--- src/rtl/uart_baud_gen_frac_if.sv ---
// ---------------------------------------------------------------------------
// uart_baud_gen_frac_if
//
// Bundles the control inputs and tick outputs of the fractional baud-rate
// generator so the transmitter, receiver and bench can share one connection.
//
// Signals:
//   enable        count enable; low freezes all generator state
//   restart       synchronous re-alignment of the bit phase (start-bit detect)
//   divide_int    integer divisor N
//   divide_frac   fractional divisor F, in units of 2^-FRAC_BITS
//   sample_tick   one-cycle pulse per sample period
//   baud_tick     one-cycle pulse per bit
//   mid_tick      one-cycle pulse at bit centre
//   sample_index  current sample position within the bit
//
// There is no handshake on this bundle: the divisor and control inputs are
// level signals sampled on every clock edge, and the ticks are single-cycle
// strobes that the consumer must act on in the cycle they are high.
//
// Modports:
//   master  the user of the ticks (drives control, receives ticks)
//   slave   the generator itself
// ---------------------------------------------------------------------------
interface uart_baud_gen_frac_if #(
    parameter int WIDTH      = 16,
    parameter int FRAC_BITS  = 4,
    parameter int OVERSAMPLE = 16
);
    localparam int IDX_W = $clog2(OVERSAMPLE);

    logic                 enable;
    logic                 restart;
    logic [WIDTH-1:0]     divide_int;
    logic [FRAC_BITS-1:0] divide_frac;
    logic                 sample_tick;
    logic                 baud_tick;
    logic                 mid_tick;
    logic [IDX_W-1:0]     sample_index;

    modport master (
        output enable,
        output restart,
        output divide_int,
        output divide_frac,
        input  sample_tick,
        input  baud_tick,
        input  mid_tick,
        input  sample_index
    );

    modport slave (
        input  enable,
        input  restart,
        input  divide_int,
        input  divide_frac,
        output sample_tick,
        output baud_tick,
        output mid_tick,
        output sample_index
    );
endinterface

--- src/rtl/uart_baud_gen_frac.sv ---
// ---------------------------------------------------------------------------
// uart_baud_gen_frac
//
// Fractional baud-rate and oversampling tick generator. One programmable
// divisor (integer part N, fractional part F) sets the sample period to an
// average of N + 1 + F/2^FRAC_BITS clock cycles. Every OVERSAMPLE sample
// ticks form one bit: baud_tick marks the bit boundary and mid_tick the bit
// centre. restart re-aligns the bit phase to zero.
//
// Ports:
//   clk    clock, all state changes on the rising edge
//   reset  asynchronous active-low reset (0 = in reset)
//   bus    slave side of uart_baud_gen_frac_if (control in, ticks out)
//
// All outputs are registered; a tick is high for exactly the cycle after the
// terminal edge that produced it.
// ---------------------------------------------------------------------------
module uart_baud_gen_frac #(
    parameter int WIDTH      = 16,
    parameter int FRAC_BITS  = 4,
    parameter int OVERSAMPLE = 16
) (
    input  logic                  clk,
    input  logic                  reset,
    uart_baud_gen_frac_if.slave   bus
);
    localparam int IDX_W = $clog2(OVERSAMPLE);
    localparam logic [IDX_W-1:0] IDX_LAST   = IDX_W'(OVERSAMPLE - 1);
    localparam logic [IDX_W-1:0] IDX_BEFORE_MID = IDX_W'(OVERSAMPLE / 2 - 1);

    logic [WIDTH-1:0]     count_q, count_d;
    logic [FRAC_BITS-1:0] acc_q, acc_d;
    logic                 e_q, e_d;
    logic [IDX_W-1:0]     idx_q, idx_d;
    logic                 sample_tick_q, sample_tick_d;
    logic                 baud_tick_q, baud_tick_d;
    logic                 mid_tick_q, mid_tick_d;

    // Terminal limit needs one extra bit so N = 2^WIDTH-1 plus the stretch
    // flag does not wrap to a small value.
    logic [WIDTH:0]       limit;
    logic                 terminal;
    logic [FRAC_BITS:0]   acc_sum;

    always_comb begin
        limit    = {1'b0, bus.divide_int} + {{WIDTH{1'b0}}, e_q};
        // >= rather than == so a divisor lowered below the running count
        // terminates at once instead of wrapping through 2^WIDTH.
        terminal = ({1'b0, count_q} >= limit);
        acc_sum  = {1'b0, acc_q} + {1'b0, bus.divide_frac};
    end

    always_comb begin
        count_d       = count_q;
        acc_d         = acc_q;
        e_d           = e_q;
        idx_d         = idx_q;
        sample_tick_d = 1'b0;
        baud_tick_d   = 1'b0;
        mid_tick_d    = 1'b0;

        if (bus.restart) begin
            count_d = '0;
            acc_d   = '0;
            e_d     = 1'b0;
            idx_d   = '0;
        end else if (bus.enable) begin
            if (terminal) begin
                count_d       = '0;
                sample_tick_d = 1'b1;
                // The carry out of the phase accumulator stretches the next
                // sample period by one cycle; this spreads the F long periods
                // evenly over every 2^FRAC_BITS periods.
                acc_d         = acc_sum[FRAC_BITS-1:0];
                e_d           = acc_sum[FRAC_BITS];
                idx_d         = idx_q + IDX_W'(1);
                baud_tick_d   = (idx_q == IDX_LAST);
                mid_tick_d    = (idx_q == IDX_BEFORE_MID);
            end else begin
                count_d = count_q + WIDTH'(1);
            end
        end
    end

    always_ff @(posedge clk or negedge reset) begin
        if (!reset) begin
            count_q       <= '0;
            acc_q         <= '0;
            e_q           <= 1'b0;
            idx_q         <= '0;
            sample_tick_q <= 1'b0;
            baud_tick_q   <= 1'b0;
            mid_tick_q    <= 1'b0;
        end else begin
            count_q       <= count_d;
            acc_q         <= acc_d;
            e_q           <= e_d;
            idx_q         <= idx_d;
            sample_tick_q <= sample_tick_d;
            baud_tick_q   <= baud_tick_d;
            mid_tick_q    <= mid_tick_d;
        end
    end

    assign bus.sample_tick  = sample_tick_q;
    assign bus.baud_tick    = baud_tick_q;
    assign bus.mid_tick     = mid_tick_q;
    assign bus.sample_index = idx_q;
endmodule

--- src/flat_wrapper.sv ---
// flat-port wrapper written by rule: the top's interface ports become plain ports
module uart_baud_gen_frac_flat 
#(
    parameter int WIDTH      = 16,
    parameter int FRAC_BITS  = 4,
    parameter int OVERSAMPLE = 16
)
  (clk, reset, bus_enable, bus_restart, bus_divide_int, bus_divide_frac, bus_sample_tick, bus_baud_tick, bus_mid_tick, bus_sample_index);
  uart_baud_gen_frac_if #(.WIDTH(WIDTH), .FRAC_BITS(FRAC_BITS), .OVERSAMPLE(OVERSAMPLE)) bus_i ();
  input  logic clk;
  input  logic reset;
  input wire logic [$bits(bus_i.enable)-1:0] bus_enable;
  input wire logic [$bits(bus_i.restart)-1:0] bus_restart;
  input wire logic [$bits(bus_i.divide_int)-1:0] bus_divide_int;
  input wire logic [$bits(bus_i.divide_frac)-1:0] bus_divide_frac;
  output wire logic [$bits(bus_i.sample_tick)-1:0] bus_sample_tick;
  output wire logic [$bits(bus_i.baud_tick)-1:0] bus_baud_tick;
  output wire logic [$bits(bus_i.mid_tick)-1:0] bus_mid_tick;
  output wire logic [$bits(bus_i.sample_index)-1:0] bus_sample_index;
  assign bus_i.enable = bus_enable;
  assign bus_i.restart = bus_restart;
  assign bus_i.divide_int = bus_divide_int;
  assign bus_i.divide_frac = bus_divide_frac;
  assign bus_sample_tick = bus_i.sample_tick;
  assign bus_baud_tick = bus_i.baud_tick;
  assign bus_mid_tick = bus_i.mid_tick;
  assign bus_sample_index = bus_i.sample_index;
  uart_baud_gen_frac #(.WIDTH(WIDTH), .FRAC_BITS(FRAC_BITS), .OVERSAMPLE(OVERSAMPLE)) u_core (.clk(clk), .reset(reset), .bus(bus_i));
endmodule
--- config.mk ---
export PLATFORM = sky130hd
export DESIGN_NAME = uart_baud_gen_frac_flat
export DESIGN_NICKNAME = d
export VERILOG_FILES = /design/src/rtl/uart_baud_gen_frac_if.sv /design/src/rtl/uart_baud_gen_frac.sv /design/src/flat_wrapper.sv
export SDC_FILE = /design/constraint.sdc
export NUM_CORES = 1
export LEC_CHECK = 0
export ABC_AREA = 1
export CORE_MARGIN = 2
export CORE_UTILIZATION = 60
export DETAILED_ROUTE_END_ITERATION = 8
export GPL_TIMING_DRIVEN = 0
export PLACE_DENSITY_LB_ADDON = 0.15
export SYNTH_ARGS = -nofsm -noshare
export SYNTH_HDL_FRONTEND = slang
export SYNTH_SLANG_ARGS = --single-unit
--- constraint.sdc ---
create_clock -name clk -period 7.7 [get_ports clk]
set_input_delay 1.54 -clock clk [delete_from_list [all_inputs] [get_ports clk]]
set_output_delay 1.54 -clock clk [all_outputs]
set_load 0.005 [all_outputs]
## Yosys cells after proc, flatten, opt, wreduce, memory -nomap -nowiden

Index checks and enable logic that the tools add are counted.

| word-level totals | value |
|---|---|
| register bits after elaboration | 28 |
| bits of input ports | 24 |
| output and inout bits | 7 |
| logic and storage cells | 38 |

| operators by class | value |
|---|---|
| add/subtract/negate cells | 4 |
| order comparisons | 1 |
| equality and inequality tests | 2 |
| mux-type cells | 21 |
| reductions and logical operators | 3 |

Operators by type and width:

| kind | number |
|---|---|
| $mux 16 | 3 |
| $mux 4 | 6 |
| $add 16x1->17 | 1 |
| $ge 16x17->1 | 1 |
| $add 16x1->16 const B | 1 |
| $mux 1 | 12 |
| $add 4x4->5 | 1 |
| $add 4x1->4 const B | 1 |
| $eq 4x3->1 const B | 1 |
| $eq 4x4->1 const B | 1 |
| $reduce_bool 2->1 | 2 |
| $reduce_and 2->1 | 1 |

## Longest topological paths before layout

Gate-level depths: netlist of the first run.

| logic depth | value |
|---|---|
| depth in word-level cells | 5 |
| gate-level depth with buffers | 21 |
| mapped depth without buffers | 20 |

## Worst setup path before layout of the first run

Ideal clock, no wire load.

| path | value |
|---|---|
| path type | in2reg |
| start | input bus_divide_int[0] |
| end | register u_core.count_q[3] |
| setup time | 0.121 ns |
| arrival | 3.669 ns |
| required time | 7.579 ns |
| slack | 3.911 ns |
| stages on the path | 19 |
| path buffers | 1 |
| path through | ha_1 ha_1 nand3_2 nor2_4 nand4_1 nor2_1 nand2_1 xor2_1 ha_1 nand2_1 nor2_1 nand2_1 nor2_1 o21ai_1 nand2_2 nand2_2 nand2_4 buf_6 nor2_2 |

| on the way | value |
|---|---|
| cells in the longest elaborated chain, start to end | 5 |

Ends and longest elaborated chain:

| what | RTL line | source |
|---|---|---|
| start, declared | flat_wrapper.sv:14 | `input wire logic [$bits(bus_i.divide_int)-1:0] bus_divide_int;` |
| $add 16x1->17 | uart_baud_gen_frac.sv:46 | `limit = {1'b0, bus.divide_int} + {{WIDTH{1'b0}}, e_q};` |
| $ge 16x17->1 | uart_baud_gen_frac.sv:49 | `terminal = ({1'b0, count_q} >= limit);` |
| $mux 16 | uart_baud_gen_frac.sv:68 | `if (terminal) begin` |
| $mux 16 | uart_baud_gen_frac.sv:67 | `end else if (bus.enable) begin` |
| $mux 16 | uart_baud_gen_frac.sv:62 | `if (bus.restart) begin` |
| end signal, assigned | uart_baud_gen_frac.sv:95 | `count_q <= count_d;` |
| end, declared | uart_baud_gen_frac.sv:31 | `logic [WIDTH-1:0] count_q, count_d;` |

No other way between the ends. The select of a mux whose other input is x is not followed.
A chain may end at the register's enable or synchronous reset.

## Worst setup path after layout of the first run

| path | value |
|---|---|
| start | input bus_divide_int[0] |
| end | register u_core.count_q[5] |

Same word-level chain as after synthesis.

==> impl_metrics.yaml, run 1 <==
power:
  power.density_nw_per_um2: 98.2
  peakVddDrop_mv: 0.0892
  finalPower_mw: 0.271
  leakage_nw: 1.39
final_layout:
  nFillCells: 327
  drive_gt1_share_pct: 7.91
  diodes: 0
  nNetsFinal: 405
  utilization_pct: 73.7
  area_delta_synth_final_pct: 16.3
placed_design:
  globalplace.congestion: 0.873
  dp.final_hpwl_mm: 3.83
  io_buffers: 29
route:
  drtPass1Iterations: 4
  drt_iter0_markers: 70
  via_per_inst: 5.35
  vias: 2151
  ant_nets: 0
  drc: 0
  wirelength_mm: 4.86
  avgRoutedWirePerCell_um: 12.1
min_path:
  worst_hold_path_type: "register to register"
  hold_depth: 2
yosys:
  synth_fa_ha_area_share_pct: 13.5
  yosys_warnings: 0
  post-synth-top-count-cell: "nand2_1"
  syn_area_um2: 2370
  synth_area_leaders: "dfrtp_1 30%, ha_1 13%, nand2_1 12%"
  synth_seq_cells: 28
  synthArstFlopShare_pct: 100
  synthXorXnorAreaFrac_pct: 9.97
  synth-compound-area-share_pct: 3.27
  synthMuxAreaShare_pct: 0
  synthSimpleGateAreaFrac_pct: 35.5
  synth_edf_count: 0
  syn-num-nets: 371
  synth.distinct_cells: 29
  yosys.area.top_type_share_pct: 29.5
  synthCells: 322
  synth_flop_cell: "dfrtp_1"
  synth_top_family_by_area: "simple AND/OR/NAND/NOR gates"
  synth_common_cells: "74 x nand2_1, 40 x inv_1, 38 x nor2_1"
  yosysTopAreaCell: "dfrtp_1"
  seq_area_frac_synth_pct: 29.5
  syn_avg_cell_area_um2: 7.37
global_route:
  grt_util_all_layers_pct: 24.9
  grt-ovfl-total: 0
  grt_pass1_wl_mm: 8.56
  grt_pass1_vias: 2131
  grt_max_degree: 29
  antenna_found_initial: 0
timing:
  layout_min_cycle_time_ns: 4.36
  max_freq_ghz: 0.229
  timing.final.crit_share_pct: 56.6
  hold_viol_final: 0
  setup-tns-final_ns: 0
  tightest_slew_ns: 0.616
  max-slew-margin-rel_pct: 58.9
  fin_skew_ns: 0.00311
  rsz0062_at_grt: "no"
  finalSetupViolCount: 0
  slew_viol_final: 0
clock_tree:
  cts_inserted_buffers: 3
  cts.path.max_buffers: 2
  ctsHoldBuffers: 0
  h-tree-depth: 1
  clk_latency_ns: 0.27
  cts_num_sinks: 28
  post_cts_buffers: 0
  cts_resized: 0
  cts_tree: "yes"
  root_buffer: "clkbuf_8"
  clkTransAtPathRegs_ns: 0.09
floorplan:
  die_w_um: 66.9
  die_h_um: 66.9
  pin_count: 31
  initial_utilization_pct: 63.4
  rows: 22
  core_region_area_um2: 3740
  die_area_um2: 4470
run:
  cap_violations: 0
critical_path:
  worstPathArrival_ns: 4.53
  required_ns: 7.87
  reg2reg_depth: 19
  end_kind: "register"
  startpoint_type: "input pin"
  path_max_fanout: 10
  path_class: "input pin to register"
status:
  status: "finished, final reports clean"
-- stage by stage --
step,worst slack (ns),instance area [µm²],cells,hold slack [ns]
6_report,3.34,2760,402,0.521
5_1_grt,2.98,2760,402,0.558
4_1_cts,3.35,2760,402,0.520
3_5_place_dp,3.05,2720,399,0.500
3_3_place_gp,3.10,2720,399,0.493
2_1_floorplan,3.91,2370,322,0.475
-- layer usage --
layer  global-route usage [%]  share of wire (%)  routed length (µm)  vias up
met2                     47.0                 50                2430       41
li1                         -                  -                   -     1104
met1                     28.7                 44                2160      999
met3                     1.69                3.4                 166        7
met4                     10.7                1.9                  93        0
met5                        0                  0                   0        -
-- report_power, final --
group / total (mW) / internal, mW / switching [mW]
Combinational: 0.0435 / 0.0188 / 0.0247
Clock: 0.0784 / 0.0352 / 0.0433
Sequential: 0.149 / 0.148 / 0.00106
-- cell families (layout without fill, tap and decap cells) --
| family | after synthesis | count (layout) |
|---|---|---|
| buffers and inverters | 47 | 79 |
| AO/OA/AOI/OAI | 14 | 14 |
| XOR/XNOR | 27 | 27 |
| adder cells (fa/ha/maj) | 25 | 25 |
| flip-flops | 28 | 28 |
| AND/OR/NAND/NOR | 181 | 181 |
-- state kept, by name (all words and copies together), names as in the netlist --
register,count
u_core.bus.baud_tick,1
u_core.bus.mid_tick,1
u_core.count_q,16
u_core.acc_q,4
u_core.e_q,1
u_core.bus.sample_tick,1
u_core.bus.sample_index,4
-- placed cells by master, fill, tap and decap left out --
master / Yosys / routed
a21boi_0: 1 / 1
a21o_1: 1 / 1
a21oi_1: 6 / 6
buf_1: 2 / 2
buf_2: 2 / 3
buf_6: 2 / 2
clkbuf_1: 1 / 1
clkbuf_8: 0 / 3
clkdlybuf4s50_1: 0 / 28
dfrtp_1: 28 / 28
fa_1: 1 / 1
ha_1: 24 / 24
inv_1: 40 / 40
nand2_1: 74 / 74
nand2_2: 4 / 4
nand2_4: 1 / 1
nand3_1: 24 / 24
nand3_2: 1 / 1
nand3b_1: 2 / 2
nand4_1: 17 / 17
nor2_1: 38 / 38
nor2_2: 12 / 12
nor2_4: 1 / 1
nor3_1: 5 / 5
nor3_4: 1 / 1
nor3b_1: 1 / 1
o21ai_0: 4 / 4
o21ai_1: 1 / 1
o21bai_1: 1 / 1
xnor2_1: 3 / 3
xor2_1: 24 / 24
-- worst paths after layout --
| path | from | endpoint | slack [ns] |
|---|---|---|---|
| min in group asynchronous | reset | u_core.bus.sample_index[1] | 1.27 |
| max in group asynchronous | reset | u_core.count_q[7] | 6.03 |
| hold reg to reg | u_core.acc_q[2] | u_core.acc_q[2] | 0.52 |
| setup / recovery | bus_divide_int[0] | u_core.count_q[5] | 3.34 |
| hold / removal | u_core.acc_q[2] | u_core.acc_q[2] | 0.52 |
| setup reg to reg | u_core.e_q | u_core.count_q[5] | 4.66 |
-- worst max-delay path, stage by stage --
cell and delay [ns]:
clkdlybuf4s50_1 0.46, ha_1 0.17, nand3_1 0.12, nor2_1 0.15, nand2_1 0.09, nor2_1 0.17
nand3_1 0.17, nor2_1 0.12, nand3_1 0.08, xor2_1 0.16, ha_1 0.36, nand2_1 0.07
nand3b_1 0.16, nor2_1 0.13, o21ai_1 0.10, nand2_2 0.10, nand2_2 0.09, nand2_4 0.10
buf_6 0.17, nor2_2 0.04
-- final cells by class --
| class | count | area [µm²] | share of cell area (%) |
|---|---|---|---|
| timing repair buffer | 29 | 285 | 10.3 |
| tap | 48 | 60.1 | 2.18 |
| buffer | 7 | 43.8 | 1.59 |
| multi-input combinational | 247 | 1480 | 53.6 |
| clock buffer | 3 | 41.3 | 1.50 |
| inverter | 40 | 150 | 5.44 |
| sequential | 28 | 701 | 25.4 |
Note: power is estimated with default switching activity, not from simulation.
==> inputs of run 2 (changes only) <==
--- a/config.mk
+++ b/config.mk
@@ -7,7 +7,7 @@
 export LEC_CHECK = 0
 export ABC_AREA = 1
 export CORE_MARGIN = 2
-export CORE_UTILIZATION = 60
+export CORE_UTILIZATION = 50
 export DETAILED_ROUTE_END_ITERATION = 8
 export GPL_TIMING_DRIVEN = 0
 export PLACE_DENSITY_LB_ADDON = 0.15
==> constraint.sdc (replaced) <==
create_clock -name clk -period 3.7 [get_ports clk]
set_input_delay 0.74 -clock clk [delete_from_list [all_inputs] [get_ports clk]]
set_output_delay 0.74 -clock clk [all_outputs]
set_load 0.005 [all_outputs]
==> run 2 against run 1 <==
Effect of this change: clock skew up 0.00071 ns; via count down 3.9%; count of clock-buffer cells in the layout unchanged; sequential share of layout area down 0.51 points; critical path depth unchanged; worst setup slack worse by 3.1 ns; die area up 19%; first-iteration DRC count up 7.1%; sequential cell count unchanged; total power up 110%; global-route usage down 5.6 points; largest cell class unchanged.
==> impl_metrics.yaml, run 2 (same netlist as run 1, synthesis figures left out) <==
status:
  status: "finished, final reports clean"
clock_tree:
  clk_latency_ns: 0.27
  cts_tree: "yes"
  ctsHoldBuffers: 0
  cts.path.max_buffers: 2
  clkTransAtPathRegs_ns: 0.10
  root_buffer: "clkbuf_8"
  h-tree-depth: 1
  cts_num_sinks: 28
  cts_inserted_buffers: 3
timing:
  timing.final.crit_share_pct: 93.6
  slew_viol_final: 0
  hold_viol_final: 0
  fin_skew_ns: 0.00382
  tightest_slew_ns: 0.615
  layout_min_cycle_time_ns: 3.46
  max_freq_ghz: 0.289
  max-slew-margin-rel_pct: 59.0
  finalSetupViolCount: 0
final_layout:
  mostFrequentLayoutCell: "nand2_1"
  final_area_um2: 2820
  nNetsFinal: 406
  area_delta_synth_final_pct: 18.7
  final_cell_mix: "73 x nand2_1, 40 x inv_1, 35 x nor2_1"
  diodes: 0
  drive_gt1_share_pct: 10.4
  instances_no_fill: 409
  top_register: "u_core.count_q"
  nFillCells: 431
  largest_reg_flops: 16
floorplan:
  rows: 25
  initial_utilization_pct: 50.9
  die_h_um: 72.9
  die_w_um: 72.9
  pin_count: 31
  core_region_area_um2: 4660
  die_area_um2: 5310
min_path:
  worst_hold_path_type: "input pin to asynchronous set/reset pin"
critical_path:
  path_class: "input pin to register"
  end_kind: "register"
  reg2reg_depth: 19
  required_ns: 3.87
  startpoint_type: "input pin"
  worstPathArrival_ns: 3.63
  path_max_fanout: 10
route:
  via_per_inst: 5.06
  avgRoutedWirePerCell_um: 11.6
  drtPass1Iterations: 4
  drc: 0
  vias: 2068
  drt_iter0_markers: 75
  ant_nets: 0
  wirelength_mm: 4.76
power:
  finalPower_mw: 0.568
  power.density_nw_per_um2: 202
  leakage_nw: 1.40
  peakVddDrop_mv: 0.132
global_route:
  grt_pass1_vias: 1950
  antenna_found_initial: 0
  grt-ovfl-total: 0
  grt_pass1_wl_mm: 8.23
  grt_util_all_layers_pct: 19.4
  grt_max_degree: 29
placed_design:
  dp.final_hpwl_mm: 3.80
  place_inst: 405
  globalplace.congestion: 0.769
  dpl_cell_area_um2: 2730
  io_buffers: 29
run:
  cap_violations: 0
## run 2: cell count changes in the layout (fill, tap and decap cells not counted), moves of 2 or more
cell     before  now
buf_4         0    2
ha_1         24   22
ha_2          0    2
nand3_1      24   22
nand3_2       1    3
nor2_1       38   35
nor2_2       12   14
## run 2: final cells by class
class,count,area (µm²),area share (%)
sequential,28,701,24.9
tap,54,67.6,2.40
inverter,40,150,5.33
buffer,7,55.1,1.96
clock buffer,3,41.3,1.47
multi-input combinational,247,1510,53.6
timing repair buffer,30,293,10.4
## run 2: where the power goes
part	switching (mW)	leakage [nW]	internal, mW	total [mW]
clock network	0.0938	0.0216	0.0732	0.167
logic	0.0513	0.984	0.0403	0.0916
registers	0.00213	0.390	0.308	0.310
total	0.147	1.40	0.421	0.568
## run 2: through the flow
| stage | TNS (ns) | worst slack (ns) | hold WS, ns | utilization, % |
|---|---|---|---|---|
| 5_1_grt | -0.0876 | -0.0111 | 0.516 | 60.4 |
| 3_5_place_dp | -3.52 | -0.182 | 0.500 | 58.6 |
| 3_3_place_gp | -2.10 | -0.123 | 0.491 | 58.6 |
| 2_1_floorplan | 0 | 0.711 | 0.444 | - |
| 6_report | 0 | 0.237 | 0.469 | 60.4 |
| 4_1_cts | 0 | 0.101 | 0.523 | 59.5 |
## run 2: path summary, 6_finish.rpt
| kind | from | endpoint | slack (ns) |
|---|---|---|---|
| max in group asynchronous | reset | u_core.bus.sample_index[1] | 2.83 |
| worst max register to register | u_core.e_q | u_core.count_q[11] | 0.76 |
| worst max-delay path | bus_divide_int[0] | u_core.count_q[11] | 0.24 |
| min in group clk | u_core.acc_q[3] | u_core.acc_q[3] | 0.52 |
| worst min register to register | u_core.acc_q[3] | u_core.acc_q[3] | 0.52 |
| worst min-delay path | reset | u_core.count_q[7] | 0.47 |
## run 2: critical path, stage by stage
cell	delay (ns)
clkdlybuf4s50_1	0.46
ha_2	0.19
nand3_2	0.10
nor2_2	0.17
nand2_2	0.09
nor2_4	0.13
nand3_2	0.09
nor2_1	0.10
nand3_1	0.09
xor2_1	0.16
ha_1	0.36
nand2_1	0.06
nand3b_1	0.16
nor2_1	0.14
o21ai_1	0.09
nand2_2	0.12
nand2_2	0.09
nand2_4	0.10
buf_12	0.14
nor2_2	0.04
## run 2: what timing repair did
item | in CTS | in global routing
gates resized for setup | 0 | 13
endpoints found under the setup margin | 0 | 22
buffers inserted | 0 | 1
## run 2: per-layer routing
layer / global-route usage (%) / routed length, µm / vias up
met3: 1.24 / 95 / 4
met5: 0 / 0 / -
li1: - / - / 1101
met2: 34.3 / 2340 / 26
met1: 25.9 / 2290 / 937
met4: 4.53 / 31 / 0
==> inputs of run 3 (changes only) <==
--- a/config.mk
+++ b/config.mk
@@ -9,8 +9,9 @@
 export CORE_MARGIN = 2
 export CORE_UTILIZATION = 50
 export DETAILED_ROUTE_END_ITERATION = 8
-export GPL_TIMING_DRIVEN = 0
+export GPL_TIMING_DRIVEN = 1
 export PLACE_DENSITY_LB_ADDON = 0.15
+export SLEW_MARGIN = 0
 export SYNTH_ARGS = -nofsm -noshare
 export SYNTH_HDL_FRONTEND = slang
 export SYNTH_SLANG_ARGS = --single-unit
==> run 3 against run 2 <==
Effect of this change: highest routed layer unchanged; total power grew 3.4%; maximum frequency increased by 3.0%; die area is the same; combinational power decreased by 2.4%; hold slack improved by 0.054 ns; first-iteration DRC count is 33% lower; critical endpoint is now u_core.bus.sample_index[1]; sequential cell count stayed put; core utilization grew 0.19 points; register-to-register slack better by 0.07 ns; routed wire length down 1.6%.
==> impl_metrics.yaml, run 3 (same netlist as run 1, synthesis figures left out) <==
status:
  status: "finished, final reports clean"
power:
  leakage_nw: 1.42
  intPower_mw: 0.443
  peakVddDrop_mv: 0.198
  clockPowerShare_pct: 32.1
  combPwrFrac_pct: 15.2
  swShare_pct: 24.7
  finalPower_mw: 0.588
  switching_power_mw: 0.145
  power.density_nw_per_um2: 208
  sequentialPowerShare_pct: 52.7
floorplan:
  initial_utilization_pct: 50.9
  die_area_um2: 5310
  die_h_um: 72.9
  pin_count: 31
  rows: 25
  core_region_area_um2: 4660
  die_w_um: 72.9
route:
  drc: 0
  avgRoutedWirePerCell_um: 11.4
  via_per_inst: 5.04
  ant_nets: 0
  vias: 2073
  drtPass1Iterations: 4
  wirelength_mm: 4.69
  drt_iter0_markers: 50
min_path:
  worst_hold_path_type: "register to register"
  hold_depth: 2
timing:
  fin_hold_ws_ns: 0.524
  finalSetupViolCount: 0
  fin_skew_ns: 0.00644
  timing.final.crit_share_pct: 90.8
  slew_viol_final: 0
  tightest_slew_ns: 0.676
  max-slew-margin-rel_pct: 54.9
  max_freq_ghz: 0.298
  setup-tns-final_ns: 0
  layout_min_cycle_time_ns: 3.36
  rsz0062_at_grt: "no"
  hold_viol_final: 0
  layout_setup_ws_ns: 0.339
global_route:
  grt-ovfl-total: 0
  grt_max_degree: 29
  antenna_found_initial: 0
  grt_pass1_wl_mm: 8.40
  grt_util_all_layers_pct: 19.7
  grt_pass1_vias: 1994
final_layout:
  regArea_um2: 701
  utilization_pct: 60.6
  top_register: "u_core.count_q"
  area_delta_synth_final_pct: 19.0
  multi_input_area_um2: 1490
  nFillCells: 453
  diodes: 0
  largest_reg_flops: 16
  nNetsFinal: 407
  drive_gt1_share_pct: 10.1
  final_cell_mix: "74 x nand2_1, 40 x inv_1, 35 x nor2_1"
  mostFrequentLayoutCell: "nand2_1"
run:
  cap_violations: 0
clock_tree:
  cts_tree: "yes"
  cts.path.max_buffers: 2
  cts_inserted_buffers: 3
  clkTransAtPathRegs_ns: 0.10
  cts_num_sinks: 28
  clk_latency_ns: 0.27
  root_buffer: "clkbuf_8"
  post_cts_buffers: 0
  ctsHoldBuffers: 0
  h-tree-depth: 1
  cts_resized: 0
critical_path:
  end_kind: "register"
  worstPathArrival_ns: 3.53
  required_ns: 3.87
  path_class: "input pin to register"
  path_max_fanout: 10
  reg2reg_depth: 19
  startpoint_type: "input pin"
placed_design:
  globalplace.congestion: 0.785
  io_buffers: 30
  dp.final_hpwl_mm: 3.70
  dpl_worst_slack_ns: -0.0812
==> run 3: changes by cell type in the layout (fill, tap and decap cells not counted), moves of 2 or more <==
cell and change:
buf_1 -2, buf_2 -2, ha_1 +2, ha_2 -2
buf_4 +6, clkdlybuf4s50_1 +2
==> run 3: worst paths after layout <==
path | startpoint | end | slack, ns
min | u_core.acc_q[3] | u_core.acc_q[3] | 0.52
min in group asynchronous | reset | u_core.count_q[13] | 0.84
max in group asynchronous | reset | u_core.bus.sample_index[0] | 2.59
max | bus_divide_int[0] | u_core.bus.sample_index[1] | 0.34
max reg2reg | u_core.e_q | u_core.bus.sample_index[1] | 0.83
min reg2reg | u_core.acc_q[3] | u_core.acc_q[3] | 0.52
==> run 3: power by group through the flow <==
stage	combinational, mW	clock, mW	sequential (mW)
floorplan	0.0450	0	0.315
global placement	0.0890	0	0.316
detailed placement	0.0902	0	0.316
CTS	0.0908	0.193	0.310
global route	0.103	0.202	0.310
finish	0.0894	0.189	0.310
==> run 3: area by class of cell <==
| class | instances | area share [%] |
|---|---|---|
| Multi-Input combinational cell | 247 | 52.8 |
| Inverter | 40 | 5.32 |
| Tap cell | 54 | 2.39 |
| Sequential cell | 28 | 24.8 |
| Timing Repair Buffer | 38 | 12.8 |
| Clock buffer | 4 | 1.95 |
==> run 3: critical path, stage by stage <==
cell and delay [ns]:
clkdlybuf4s50_1 0.46, ha_1 0.16, nand3_1 0.13, nor2_2 0.13, nand2_1 0.09, nor2_2 0.12, nand3_2 0.11, nor2_1 0.10
nand3_1 0.08, xor2_1 0.16, ha_1 0.34, nand2_1 0.05, nand3b_1 0.17, nor2_2 0.12, o21ai_1 0.09, nand2_2 0.08
nand2_2 0.07, buf_4 0.18, nand3_1 0.07, nand2_1 0.06
==> run 3: metrics by stage <==
stage / instances / area [µm²]
floorplan: 322 / 2370
finish: 411 / 2820
detailed placement: 407 / 2760
global placement: 407 / 2760
global route: 411 / 2820
CTS: 411 / 2810
==> run 3: per-layer routing <==
metal	routed length [µm]	vias to the layer above	global-route usage, %	share of wire, %
met5	0	-	0	0
met3	139	4	2.07	3.0
met1	2230	930	24.3	48
li1	-	1105	-	-
met2	2280	34	36.4	49
met4	34	0	5.35	0.73
